==> config.mk <==
export PLATFORM = sky130hd
export DESIGN_NAME = pipelined_adder
export DESIGN_NICKNAME = d
export VERILOG_FILES = /design/src/rtl/pipelined_adder_pkg.sv /design/src/rtl/adder_slice.sv /design/src/rtl/pipelined_adder.sv
export SDC_FILE = /design/constraint.sdc
export NUM_CORES = 1
export LEC_CHECK = 0
export BUFFER_PORTS_ARGS = -buffer_cell sky130_fd_sc_hd__clkbuf_2
export CORE_ASPECT_RATIO = 1.5
export CORE_MARGIN = 10
export CORE_UTILIZATION = 45
export DETAILED_ROUTE_END_ITERATION = 10
export SYNTH_ARGS = -nofsm -noshare
export SYNTH_HDL_FRONTEND = slang
export SYNTH_SLANG_ARGS = --single-unit
==> constraint.sdc <==
create_clock -name clk -period 2.49 [get_ports clk]
set_clock_uncertainty 0.15 [all_clocks]
set_input_delay 0.3735 -clock clk [delete_from_list [all_inputs] [get_ports clk]]
set_output_delay 0.3735 -clock clk [all_outputs]
set_load 0.01 [all_outputs]
==> src/rtl/pipelined_adder_pkg.sv <==
// Shared types and helpers for the pipelined adder.
//   slice_width : bits handled per pipeline stage
//   cfg_ok      : legal BUS_WIDTH/STAGES combination
//   stage_ctl_t : per-stage control travelling with each beat
package pipelined_adder_pkg;

  typedef struct packed {
    logic valid;
    logic sub;
  } stage_ctl_t;

  function automatic int unsigned slice_width(input int unsigned bus_width,
                                              input int unsigned stages);
    return bus_width / stages;
  endfunction

  function automatic bit cfg_ok(input int unsigned bus_width,
                                input int unsigned stages);
    return (stages >= 1) && (stages <= bus_width) && ((bus_width % stages) == 0);
  endfunction

endpackage

==> src/rtl/adder_slice.sv <==
// One W-bit ripple slice of the pipelined adder (purely combinational).
//   i_a, i_b  : operand slices
//   i_c       : carry into bit 0
//   o_sum_c   : slice sum
//   o_cout_c  : carry out of the slice MSB
//   o_cmsb_c  : carry into the slice MSB (for signed overflow)
module adder_slice #(
  parameter int unsigned W = 8
) (
  input  logic [W-1:0] i_a,
  input  logic [W-1:0] i_b,
  input  logic         i_c,
  output logic [W-1:0] o_sum_c,
  output logic         o_cout_c,
  output logic         o_cmsb_c
);

  logic [W:0] w_full;

  assign w_full   = {1'b0, i_a} + {1'b0, i_b} + (W+1)'(i_c);
  assign o_sum_c  = w_full[W-1:0];
  assign o_cout_c = w_full[W];
  // The MSB sum bit is a^b^cin, so the carry into it falls out by XOR.
  assign o_cmsb_c = w_full[W-1] ^ i_a[W-1] ^ i_b[W-1];

endmodule

==> src/rtl/pipelined_adder.sv <==
// Pipelined add/subtract: BUS_WIDTH operands split into STAGES slices,
// one slice per clock, carry registered between slices. Latency STAGES,
// throughput one beat per cycle, valid/ready with backpressure.
//   clk, rst_n             : clock, async active-low reset
//   in_valid/in_ready      : operand handshake (in_ready is combinational)
//   in1, in2, cin, sub     : operands, carry/borrow in, 0=add 1=sub
//   out_valid/out_ready    : result handshake
//   out, cout, ovf         : result, carry (sub: 1 = no borrow), signed overflow
// Optional: define PIPELINED_ADDER_SAT_EN to clamp out to the signed rail
// on overflow (ovf and cout still report the raw result).
module pipelined_adder
  import pipelined_adder_pkg::*;
#(
  parameter int unsigned BUS_WIDTH = 32,
  parameter int unsigned STAGES    = 4
) (
  input  logic                 clk,
  input  logic                 rst_n,
  input  logic                 in_valid,
  output logic                 in_ready,
  input  logic [BUS_WIDTH-1:0] in1,
  input  logic [BUS_WIDTH-1:0] in2,
  input  logic                 cin,
  input  logic                 sub,
  output logic                 out_valid,
  input  logic                 out_ready,
  output logic [BUS_WIDTH-1:0] out,
  output logic                 cout,
  output logic                 ovf
);

  localparam int unsigned SW  = slice_width(BUS_WIDTH, STAGES);
  localparam int unsigned MSB = BUS_WIDTH - 1;
  localparam logic [BUS_WIDTH-1:0] SLICE_MASK = (BUS_WIDTH'(1) << SW) - BUS_WIDTH'(1);

  if (!cfg_ok(BUS_WIDTH, STAGES)) begin : g_cfg_err
    $error("pipelined_adder: BUS_WIDTH must be a multiple of STAGES");
  end

  // Stage inputs (combinational), stage outputs, and the stage registers.
  logic [BUS_WIDTH-1:0] w_a       [STAGES];
  logic [BUS_WIDTH-1:0] w_b       [STAGES];
  logic [BUS_WIDTH-1:0] w_sum_in  [STAGES];
  logic                 w_cin     [STAGES];
  stage_ctl_t           w_ctl     [STAGES];
  logic [SW-1:0]        w_s       [STAGES];
  logic                 w_co      [STAGES];
  logic                 w_cmsb    [STAGES];
  logic [BUS_WIDTH-1:0] w_sum_out [STAGES];

  logic [BUS_WIDTH-1:0] r_a   [STAGES];
  logic [BUS_WIDTH-1:0] r_b   [STAGES];
  logic [BUS_WIDTH-1:0] r_sum [STAGES];
  logic                 r_c   [STAGES];
  stage_ctl_t           r_ctl [STAGES];
  logic                 r_ovf;

  logic                 w_adv;
  logic                 w_ovf;
  logic [BUS_WIDTH-1:0] w_res;

  // Whole pipeline moves together whenever the output slot can be vacated.
  assign w_adv    = ~out_valid | out_ready;
  assign in_ready = w_adv;

  for (genvar k = 0; k < STAGES; k++) begin : g_stage
    if (k == 0) begin : g_head
      // Subtraction as A + ~B + ~borrow.
      assign w_a[k]      = in1;
      assign w_b[k]      = in2 ^ {BUS_WIDTH{sub}};
      assign w_sum_in[k] = '0;
      assign w_cin[k]    = cin ^ sub;
      assign w_ctl[k]    = {in_valid, sub};
    end else begin : g_body
      assign w_a[k]      = r_a[k-1];
      assign w_b[k]      = r_b[k-1];
      assign w_sum_in[k] = r_sum[k-1];
      assign w_cin[k]    = r_c[k-1];
      assign w_ctl[k]    = r_ctl[k-1];
    end

    adder_slice #(.W(SW)) u_slice (
      .i_a      (w_a[k][k*SW +: SW]),
      .i_b      (w_b[k][k*SW +: SW]),
      .i_c      (w_cin[k]),
      .o_sum_c  (w_s[k]),
      .o_cout_c (w_co[k]),
      .o_cmsb_c (w_cmsb[k])
    );

    // Merge this slice into the partially built result word.
    assign w_sum_out[k] = (w_sum_in[k] & ~(SLICE_MASK << (k*SW)))
                        | (BUS_WIDTH'(w_s[k]) << (k*SW));
  end

  assign w_ovf = w_cmsb[STAGES-1] ^ w_co[STAGES-1];

`ifdef PIPELINED_ADDER_SAT_EN
  // On overflow both effective operands share a sign; A's MSB picks the rail.
  localparam logic [BUS_WIDTH-1:0] SMIN = BUS_WIDTH'(1) << MSB;
  always_comb begin
    w_res = w_sum_out[STAGES-1];
    if (w_ovf) begin
      w_res = w_a[STAGES-1][MSB] ? SMIN : ~SMIN;
    end
  end
`else
  assign w_res = w_sum_out[STAGES-1];
`endif

  // Stage registers; all hold when the output is stalled.
  always_ff @(posedge clk or negedge rst_n) begin
    if (!rst_n) begin
      for (int unsigned i = 0; i < STAGES; i++) begin
        r_a[i]   <= '0;
        r_b[i]   <= '0;
        r_sum[i] <= '0;
        r_c[i]   <= 1'b0;
        r_ctl[i] <= '0;
      end
      r_ovf <= 1'b0;
    end else if (w_adv) begin
      for (int unsigned i = 0; i < STAGES; i++) begin
        r_a[i]   <= w_a[i];
        r_b[i]   <= w_b[i];
        r_sum[i] <= w_sum_out[i];
        r_c[i]   <= w_co[i];
        r_ctl[i] <= w_ctl[i];
      end
      r_sum[STAGES-1] <= w_res;
      r_ovf           <= w_ovf;
    end
  end

  assign out_valid = r_ctl[STAGES-1].valid;
  assign out       = r_sum[STAGES-1];
  assign cout      = r_c[STAGES-1];
  assign ovf       = r_ovf;

endmodule
Word-level counts from Yosys, hierarchy flattened
Cells that the tools add are included.

storage, ports and cells
  flip-flop bits (word level) = 281
  logic and storage cells = 37

operators by class
  add/subtract/negate cells = 8
  bitwise logic cells = 10

operators by type and width
  kind            count
  $add 8x8->9     4
  $add 9x1->9     4
  $or 24x32->32   1
  $xor 32x32->32  1
  $or 16x24->24   1
  $or 8x16->16    1
  $xor 1x1->1     4
  $not 1->1       1
  $or 1x1->1      1

Logic depth before layout (Yosys ltp)
Gate-level depths: netlist of the first run.

  depth in word-level cells = 5
  mapped depth = 12

By module
Synthesis of the first run repeated with hierarchy kept, for this count alone.

unflattened totals
  cell total of the unflattened synthesis = 636
  area, all modules = 9,512.9 µm²

modules (own cells, without submodules)
  module                                instances  cells each  area an instance (µm²)
  pipelined_adder                       1          462         8,008.9
  adder_slice (g_stage[1].u_slice ...)  3          44          376.6
  adder_slice (g_stage[0].u_slice)      1          42          374.1

Least setup slack after synthesis of the first run
Ideal clock, no wire load.

  kind = input to register
  from = input port sub
  to = register r_sum[102] in the netlist's numbering
  data arrival time = 2.597 ns
  required time = 2.245 ns
  slack = -0.352 ns
  cell stages on the path = 12
  cell sequence = clkbuf_1 -> buf_2 -> xor2_1 -> fa_1 -> inv_1 -> fa_1 -> and2b_1 -> o21ai_1 -> a21boi_2 -> o21ai_1 -> and3_1 -> o31ai_1

on the way
  longest elaborated chain between the ends = 3

RTL lines
  what                           line                    source
  start, declared                pipelined_adder.sv:24   input logic sub,
  $xor 32x32->32                 pipelined_adder.sv:70   assign w_b[k] = in2 ^ {BUS_WIDTH{sub}};
  $add 8x8->9                    adder_slice.sv:20       assign w_full = {1'b0, i_a} + {1'b0, i_b} + (W+1)'(i_c);
  $add 9x1->9 *                  adder_slice.sv:20
  end signal, assigned by index  pipelined_adder.sv:126  r_sum[i] <= w_sum_out[i];
  end signal, assigned by index  pipelined_adder.sv:130  r_sum[STAGES-1] <= w_res;
  end, declared                  pipelined_adder.sv:53   logic [BUS_WIDTH-1:0] r_sum [STAGES];

Every way passes the cells marked *; elsewhere a longest branch is shown, timed or not.
A chain may end at the register's enable or synchronous reset.

Worst setup path after layout of the first run
  from = register r_c[2] in the netlist's numbering
  to = register r_sum[54] in the netlist's numbering

on the way
  longest elaborated chain between the ends = 2

RTL lines
  what                             line                    source
  start, declared                  pipelined_adder.sv:54   logic r_c [STAGES];
  start signal, assigned by index  pipelined_adder.sv:127  r_c[i] <= w_co[i];
  $add 9x1->9                      adder_slice.sv:20
  $or 16x24->24                    pipelined_adder.sv:93   | (BUS_WIDTH'(w_s[k]) << (k*SW));

No other way between the ends.

==> out/metrics.cfg, run 1 <==
[synthesis]
avgSynthCellArea_um2 = 9.04
ys_seq_elements = 185
synth_ff_type = dfrtp_1
synth_nets = 1058
yosysWarnings = 0
synth_cell_type_count = 39
ys_seq_area_frac = 0.538
netlist_area_um2 = 8610
synth_edf_count = 0
netlist_instances = 952
async_reset_ff_frac = 1.00

[timing]
setup_tns_ns = 0
setup_viol = 0
slew-limit-headroom = 0.612
fin_crit_ns = 2.26
hold_viol_final = 0
fmax_mhz = 443
slew_violations = 0
rsz0062_at_grt = false
fin_crit_sh = 0.907
tightest_slew_ns = 0.582

[worst_setup_path]
crit_type = reg -> reg
crit_fanout = 3
cp_slowest_stage_delay_ns = 0.45
cp-end-kind = flop
path_delay_family = compound AO/OA/AOI/OAI gates
start_kind = flop
crit_slowest_cell = fa_1
crit_buf_inv = 1
path_cells = fa_1, inv_1, fa_1, nor2b_1, o21ai_1, a21boi_1, o21ai_1, a21boi_0, o31ai_1
crit_arrival_ns = 2.43
cp_data_required_time_ns = 2.66

[clock_network]
insertion_delay_ns = 0.42
htree_levels = 4
clk_pin_slew_ns = 0.07
numCtsBuffers = 17
cts_buffer_depth = 2
tritoncts = built
cts-root-buf = clkbuf_16
cts_sinks = 185
postCtsSetupBuffers = 0

[die]
die_h_um = 189
initial_core_util = 0.460
die_area_um2 = 25200
die_x_um = 133
core_um2 = 18700
pin_count = 106
row_count = 61

[global_routing]
grt_usage = 0.144
grt_pass1_wl_um = 30100
grt_pass1_vias = 6153
grt_max_degree = 68
grt_overflow = 0
antenna_found_initial = 0

[route]
vias = 6128
drtIter0Drc = 408
totalWireLength_um = 17600
wl_per_cell_um = 13.6
drtAntennaViolNets = 0
route.detailed.drc = 0
drt_pass1_iterations = 4
vias_per_cell = 4.72

[finish]
finish.utilization = 0.538
diodes = 0
nFillCells = 1776
layout.nets = 1140
area_growth_syn_to_layout_pct = 16.8
final_common_cell = nand2_1
ff_latch_area_um2 = 4630
multi_input_area_um2 = 3490
layout_common_cells = nand2_1 (419), dfrtp_1 (185), clkbuf_2 (104)
drive_gt1_frac = 0.166

[place]
io_buffers = 105
place_hpwl_um = 12700
gp_congestion = 0.820

[power]
power.density_nw_per_um2 = 1240
leakagePower_nw = 5.20
p_comb_frac = 0.378
vdd_drop_max_v = 0.000605
clkPwrFrac = 0.212
power.net_switching_mw = 4.63
p_seq_frac = 0.411
internal_power_mw = 7.82
swShare = 0.372

[hold_path]
hp-class = in -> reg

[status]
status = completed

[job]
drv_cap = 0

cell families after synthesis:
logic type                 synth area share
adders and majority gates            0.0593
AOI/OAI and AO/OA                    0.0812
DFF                                   0.538
xor gates and xnor gates             0.0499
and+or+nand+nor                       0.210
buffers and inverters                0.0618
state kept, by name (all words and copies together) (netlist names):
name / count
r_ctl: 3
out: 32
r_b: 48
r_a: 48
ovf: 1
r_c: 3
out_valid: 1
r_sum: 48
cout: 1
layout make-up:
type,count,area share
multi-input cells,666,0.348
well taps,252,0.0314
clock buffers,20,0.0464
clock inverters,12,0.0114
flip-flops and latches,185,0.460
inverters,24,0.00933
repair buffers,140,0.0935
power groups by stage:
stage,clock [mW],combinational (mW),sequential [mW]
after floorplan,0,3.82,4.94
after global placement,0,4.64,5.15
after detailed placement,0,4.74,5.19
after CTS,2.70,4.79,5.14
after global routing,2.83,5.42,5.30
final,2.64,4.70,5.11
final timing paths:
kind,cells past startpoint,startpoint,slack [ns],to
worst max-delay path,9,r_c[2],0.23,r_sum[54]
worst min-delay path,3,in1[21],0.02,r_a[117]
worst max register to register,9,r_c[2],0.23,r_sum[54]
worst min register to register,2,out[20],0.31,out[20]
max in group asynchronous,3,rst_n,1.17,r_sum[98]
min in group asynchronous,2,rst_n,0.37,r_sum[96]
timing repair:
item / CTS / global route
gates resized for setup: 0 / 3
hold endpoints to repair: 79 / 0
endpoints found under the setup margin: 0 / 3
hold buffers: 17 / 0
stage by stage:
| step | worst slack, ns | power (mW) | instances | hold slack, ns | instance area (um^2) |
|---|---|---|---|---|---|
| 6_report | 0.233 | 12.5 | 1299 | 0.0200 | 10100 |
| 5_1_grt | 0.0171 | 13.6 | 1299 | 0.0136 | 10100 |
| 4_1_cts | 0.142 | 12.6 | 1299 | 0.00438 | 10000 |
| 3_5_place_dp | -0.0732 | 9.93 | 1250 | 0.271 | 9290 |
| 3_3_place_gp | -0.0141 | 9.79 | 1250 | 0.272 | 9290 |
| 2_1_floorplan | 0.00805 | 8.76 | 952 | -0.0721 | 8660 |
cells in the mapped netlist, types with 2 or more instances:
cell        n  area share
a211o_1     5      0.0051
a211oi_1    2      0.0017
a21boi_0    2      0.0017
a21boi_1    2      0.0017
a21o_1      6      0.0052
a21oi_1    20       0.012
a21oi_2     4      0.0041
a31oi_1     5      0.0036
and2_1      2      0.0015
and3_1      2      0.0015
buf_1       2     0.00087
buf_2      25       0.015
buf_4      32       0.028
clkbuf_1   18      0.0078
dfrtp_1   185        0.54
fa_1        8       0.019
ha_1       28       0.041
inv_1      22      0.0096
nand2_1   419        0.18
nand2b_1    4      0.0029
nor2_1     33       0.014
nor2b_1     3      0.0022
nor3b_1     2      0.0017
o211a_1     5      0.0058
o21ai_0     6      0.0035
o21ai_1    44       0.026
o31ai_1     7      0.0061
xnor2_1    29       0.030
xor2_1     20       0.020
worst register-to-register path, delay by kind of cell (launching register included):
family | cells | cell delay (ns)
DFF | 1 | 0.41
buffers and inverters | 1 | 0.08
AOI/OAI and AO/OA | 5 | 0.81
and+or+nand+nor | 1 | 0.06
adders and majority gates | 2 | 0.66
metal layers:
layer / vias to the layer above / track usage / routed length, um
met5: - / 0 / 0
met4: 0 / 0.0505 / 364
met3: 18 / 0.0334 / 540
met2: 84 / 0.238 / 8640
met1: 2878 / 0.180 / 8090
li1: 3148 / - / -
Note: power is estimated with default switching activity, not from simulation.
==> run 2: changes to the inputs <==
Settings changed: RECOVER_POWER set to 50.
==> run 2 against run 1 <==
Against the previous run: the run now ends with max-capacitance violations, max-slew violations left; sequential power barely moved; critical path type is now in -> reg; sequential share of layout area rose by 0.24 points; worst hold slack got worse by 0.0014 ns; register-to-register slack barely moved; critical endpoint is now r_c[3].
==> out/metrics.cfg, run 2 (same netlist as run 1, synthesis figures left out) <==
[status]
status = finished, violations left
violations = max-capacitance violations, max-slew violations

[timing]
holdWs_ns = 0.0186
tightest_slew_ns = 1.54
setup_viol = 0
slew-limit-headroom = -0.0290
hold_viol_final = 0
rsz0062_at_grt = false
setup_tns_ns = 0
fin_crit_ns = 2.28
fin_crit_sh = 0.915
slew_violations = 68
fmax_mhz = 439

[place]
io_buffers = 105
gp_congestion = 0.820
place_hpwl_um = 12700

[global_routing]
grt_pass1_wl_um = 30100
grt_pass1_vias = 6153
grt_overflow = 0
met1_usage = 0.180
grt.met3_usage = 0.0334
antenna_found_initial = 0
grt_usage = 0.144
grt_max_degree = 68
grt_use_met2 = 0.238
grt_most_used_layer = met2

[worst_setup_path]
crit_type = in -> reg
crit_arrival_ns = 2.48
path_cells = clkbuf_1, buf_4, clkbuf_2, xor2_1, ha_1, o21ai_0, a211o_1, nand3_1
path_delay_family = buffers and inverters
cp_slowest_stage_delay_ns = 0.66
cp_data_required_time_ns = 2.70
start_kind = primary input
cp-end-kind = flop
crit_buf_inv = 3
crit_fanout = 25
crit_slowest_cell = clkbuf_2

[die]
core_um2 = 18700
die_x_um = 133
initial_core_util = 0.460
die_area_um2 = 25200
row_count = 61
die_h_um = 189
pin_count = 106

[power]
vdd_drop_max_v = 0.000602
power.density_nw_per_um2 = 1240
leakagePower_nw = 5.16
power.total_mw = 12.4

[route]
drtAntennaViolNets = 0
totalWireLength_um = 17600
wl_per_cell_um = 13.6
vias = 6127
vias_per_cell = 4.72
route.detailed.drc = 0
drt_pass1_iterations = 4
drtIter0Drc = 406

[finish]
drive_gt1_frac = 0.156
area_growth_syn_to_layout_pct = 16.2
diodes = 0
largest_registers = r_a (48), r_b (48), r_sum (48)
layout.nets = 1140
final_common_cell = nand2_1
layout_common_cells = nand2_1 (419), dfrtp_1 (185), clkbuf_2 (94)

[clock_network]
postCtsSetupBuffers = 0
htree_levels = 4
insertion_delay_ns = 0.42
tritoncts = built
clk_pin_slew_ns = 0.07
cts_sinks = 185
numCtsBuffers = 17
cts-root-buf = clkbuf_16
cts_buffer_depth = 2

[hold_path]
hp-class = in -> reg

[job]
drv_cap = 1

[run 2: routing by layer]
layer  vias to the layer above  routed length (um)
li1                       3149                   -
met1                      2872                8120
met2                        88                8630
met3                        18                 541
met4                         0                 364
met5                         -                   0
[run 2: layout make-up]
cell class	count	area, um^2
fill	1799	8700
multi-input combinational	666	3490
inverter	24	93.8
clock buffer	20	467
timing repair buffer	140	888
sequential	185	4630
tap	252	315
clock inverter	12	115
[run 2: power breakdown]
group / switching (mW) / total [mW] / internal, mW
registers: 0.761 / 5.11 / 4.35
clock network: 1.17 / 2.64 / 1.47
logic: 2.71 / 4.67 / 1.97
[run 2: stage by stage]
stage          instances  utilization  cell area (um^2)  setup slack, ns
2_1_floorplan        952            -              8660          0.00805
3_3_place_gp        1250        0.497              9290          -0.0141
3_5_place_dp        1250        0.497              9290          -0.0732
4_1_cts             1299        0.537             10000            0.142
5_1_grt             1299        0.535             10000           0.0171
6_report            1299        0.535             10000            0.212
[run 2: final timing paths]
check	startpoint	to	slack (ns)	cells past startpoint
min in group asynchronous	rst_n	r_sum[96]	0.74	2
worst max register to register	r_c[2]	r_sum[54]	0.23	9
worst min register to register	out[20]	out[20]	0.31	2
max in group asynchronous	rst_n	r_a[114]	0.40	3
worst max-delay path	sub	r_c[3]	0.21	8
worst min-delay path	in1[21]	r_a[117]	0.02	3
[run 2: what timing repair did]
action / 4_1_cts / 5_1_grt
gates resized for setup: 0 / 3
hold buffers: 17 / 0
endpoints found under the setup margin: 0 / 3
hold endpoints to repair: 79 / 0
[run 2: worst min-delay path: stages]
cell	delay [ns]
clkbuf_2	0.08
nand2_1	0.05
nand2_1	0.05
==> run 3: changes to the inputs <==
Settings changed: CORE_MARGIN 10 to 5.
==> run 3 against run 2 <==
Against the previous run: the flow now finishes without violations; sequential power hardly changed; design area is 0.36% lower; combinational power is 3% lower; clock power hardly changed; wire length is 1.9% lower; register-to-register slack hardly changed; critical path depth is 1 higher; maximum frequency is 0.58% higher; count of clock-buffer cells in the layout is 1 higher; critical path type is now reg -> reg; critical endpoint is now ovf.
==> out/metrics.cfg, run 3 (same netlist as run 1, synthesis figures left out) <==
[status]
status = completed

[timing]
holdWs_ns = 0.0308
tightest_slew_ns = 1.29
fmax_mhz = 441
setup_viol = 0
fin_crit_sh = 0.910
setup_ws_ns = 0.225
slew_violations = 0
hold_viol_final = 0
slew-limit-headroom = 0.140
fin_crit_ns = 2.27
rsz0062_at_grt = false

[hold_path]
hp-class = in -> reg
hold_path_startpoint = in1[15]

[global_routing]
grt_max_degree = 146
antenna_found_initial = 0
grt_overflow = 0
grt_pass1_vias = 6054
grt_usage = 0.167
grt_pass1_wl_um = 29100

[die]
die_x_um = 123
initial_core_util = 0.453
die_area_um2 = 22100
die_h_um = 179
row_count = 62
pin_count = 106
core_um2 = 19000

[clock_network]
cts-root-buf = clkbuf_16
htree_levels = 4
numCtsBuffers = 17
insertion_delay_ns = 0.42
cts_buffer_depth = 2
tritoncts = built
clk_pin_slew_ns = 0.07
cts_sinks = 185
postCtsSetupBuffers = 0

[route]
vias = 6106
drtAntennaViolNets = 0
route.detailed.drc = 0
vias_per_cell = 4.68
wl_per_cell_um = 13.3
drtIter0Drc = 263
totalWireLength_um = 17300
drt_pass1_iterations = 4

[worst_setup_path]
path_delay_family = adder cells
startpoint = r_c[1]
crit_type = reg -> reg
crit_arrival_ns = 2.42
crit_buf_inv = 1
cp_slowest_stage_delay_ns = 0.39
r2r-start = r_c[1]
cp_data_required_time_ns = 2.65
cp-end-kind = flop
crit_slowest_cell = fa_1
start_kind = flop
path_cells = fa_1, inv_1, fa_1, nand2b_1, a21oi_2, a21oi_2, xnor2_1, and3_1, nor3_2
crit_fanout = 3

[finish]
area_growth_syn_to_layout_pct = 15.8
layout.nets = 1142
diodes = 0
layout_common_cells = nand2_1 (419), dfrtp_1 (185), clkbuf_2 (88)
drive_gt1_frac = 0.142
ff_latch_area_um2 = 4630
multi_input_area_um2 = 3490
nFillCells = 1844
final_common_cell = nand2_1
largest_registers = r_a (48), r_b (48), r_sum (48)

[place]
io_buffers = 105
dp_slack_ns = -0.0925
place_hpwl_um = 11900
gp_congestion = 0.853

[power]
leakagePower_nw = 5.11
vdd_drop_max_v = 0.00120
power.density_nw_per_um2 = 1240

[job]
drv_cap = 0

## run 3: metrics by stage
stage          power [mW]  setup TNS (ns)   util  instances  cell area (um^2)
6_report             12.3               0  0.524       1304              9970
3_5_place_dp         9.81          -0.185  0.485       1252              9220
5_1_grt              13.4               0  0.524       1304              9970
2_1_floorplan        8.76               0      -        952              8660
4_1_cts              12.5               0  0.527       1304             10000
3_3_place_gp         9.69         -0.0115  0.485       1252              9220
## run 3: final cells by class
class,instances,area share
clock buffers,21,0.0462
clock inverters,10,0.0121
inverters,24,0.00942
multi-input cells,666,0.350
flip-flops and latches,185,0.464
well taps,256,0.0321
repair buffers,142,0.0860
## run 3: repair_timing
| action | 4_1_cts | 5_1_grt |
|---|---|---|
| resized for setup | 0 | 1 |
| hold endpoints to repair | 66 | 0 |
| hold buffers | 21 | 0 |
| endpoints found under the setup margin | 0 | 1 |
## run 3: path summary, 6_finish.rpt
check                           end  slack, ns  cells after the start
setup / recovery                ovf       0.22                      9
hold / removal             r_a[111]       0.03                      3
setup reg to reg                ovf       0.22                      9
hold reg to reg              out[3]       0.31                      2
max in group asynchronous  r_a[108]       0.38                      3
min in group asynchronous   out[10]       0.61                      2
## run 3: worst min-delay path: cells and delay by family
family | cells | cell delay (ns)
and+or+nand+nor | 2 | 0.11
buffers and inverters | 1 | 0.09
## run 3: routing by layer
layer,track usage,vias up,routed length [um]
met5,0,-,0
met4,0.0574,0,330
met3,0.0339,19,505
met2,0.277,94,8510
met1,0.219,2859,7970
li1,-,3134,-
## run 3: power by group
part / switching (mW) / internal, mW / total, mW
clock network: 1.12 / 1.53 / 2.65
logic: 2.67 / 1.88 / 4.55
registers: 0.751 / 4.35 / 5.10
total: 4.55 / 7.76 / 12.3
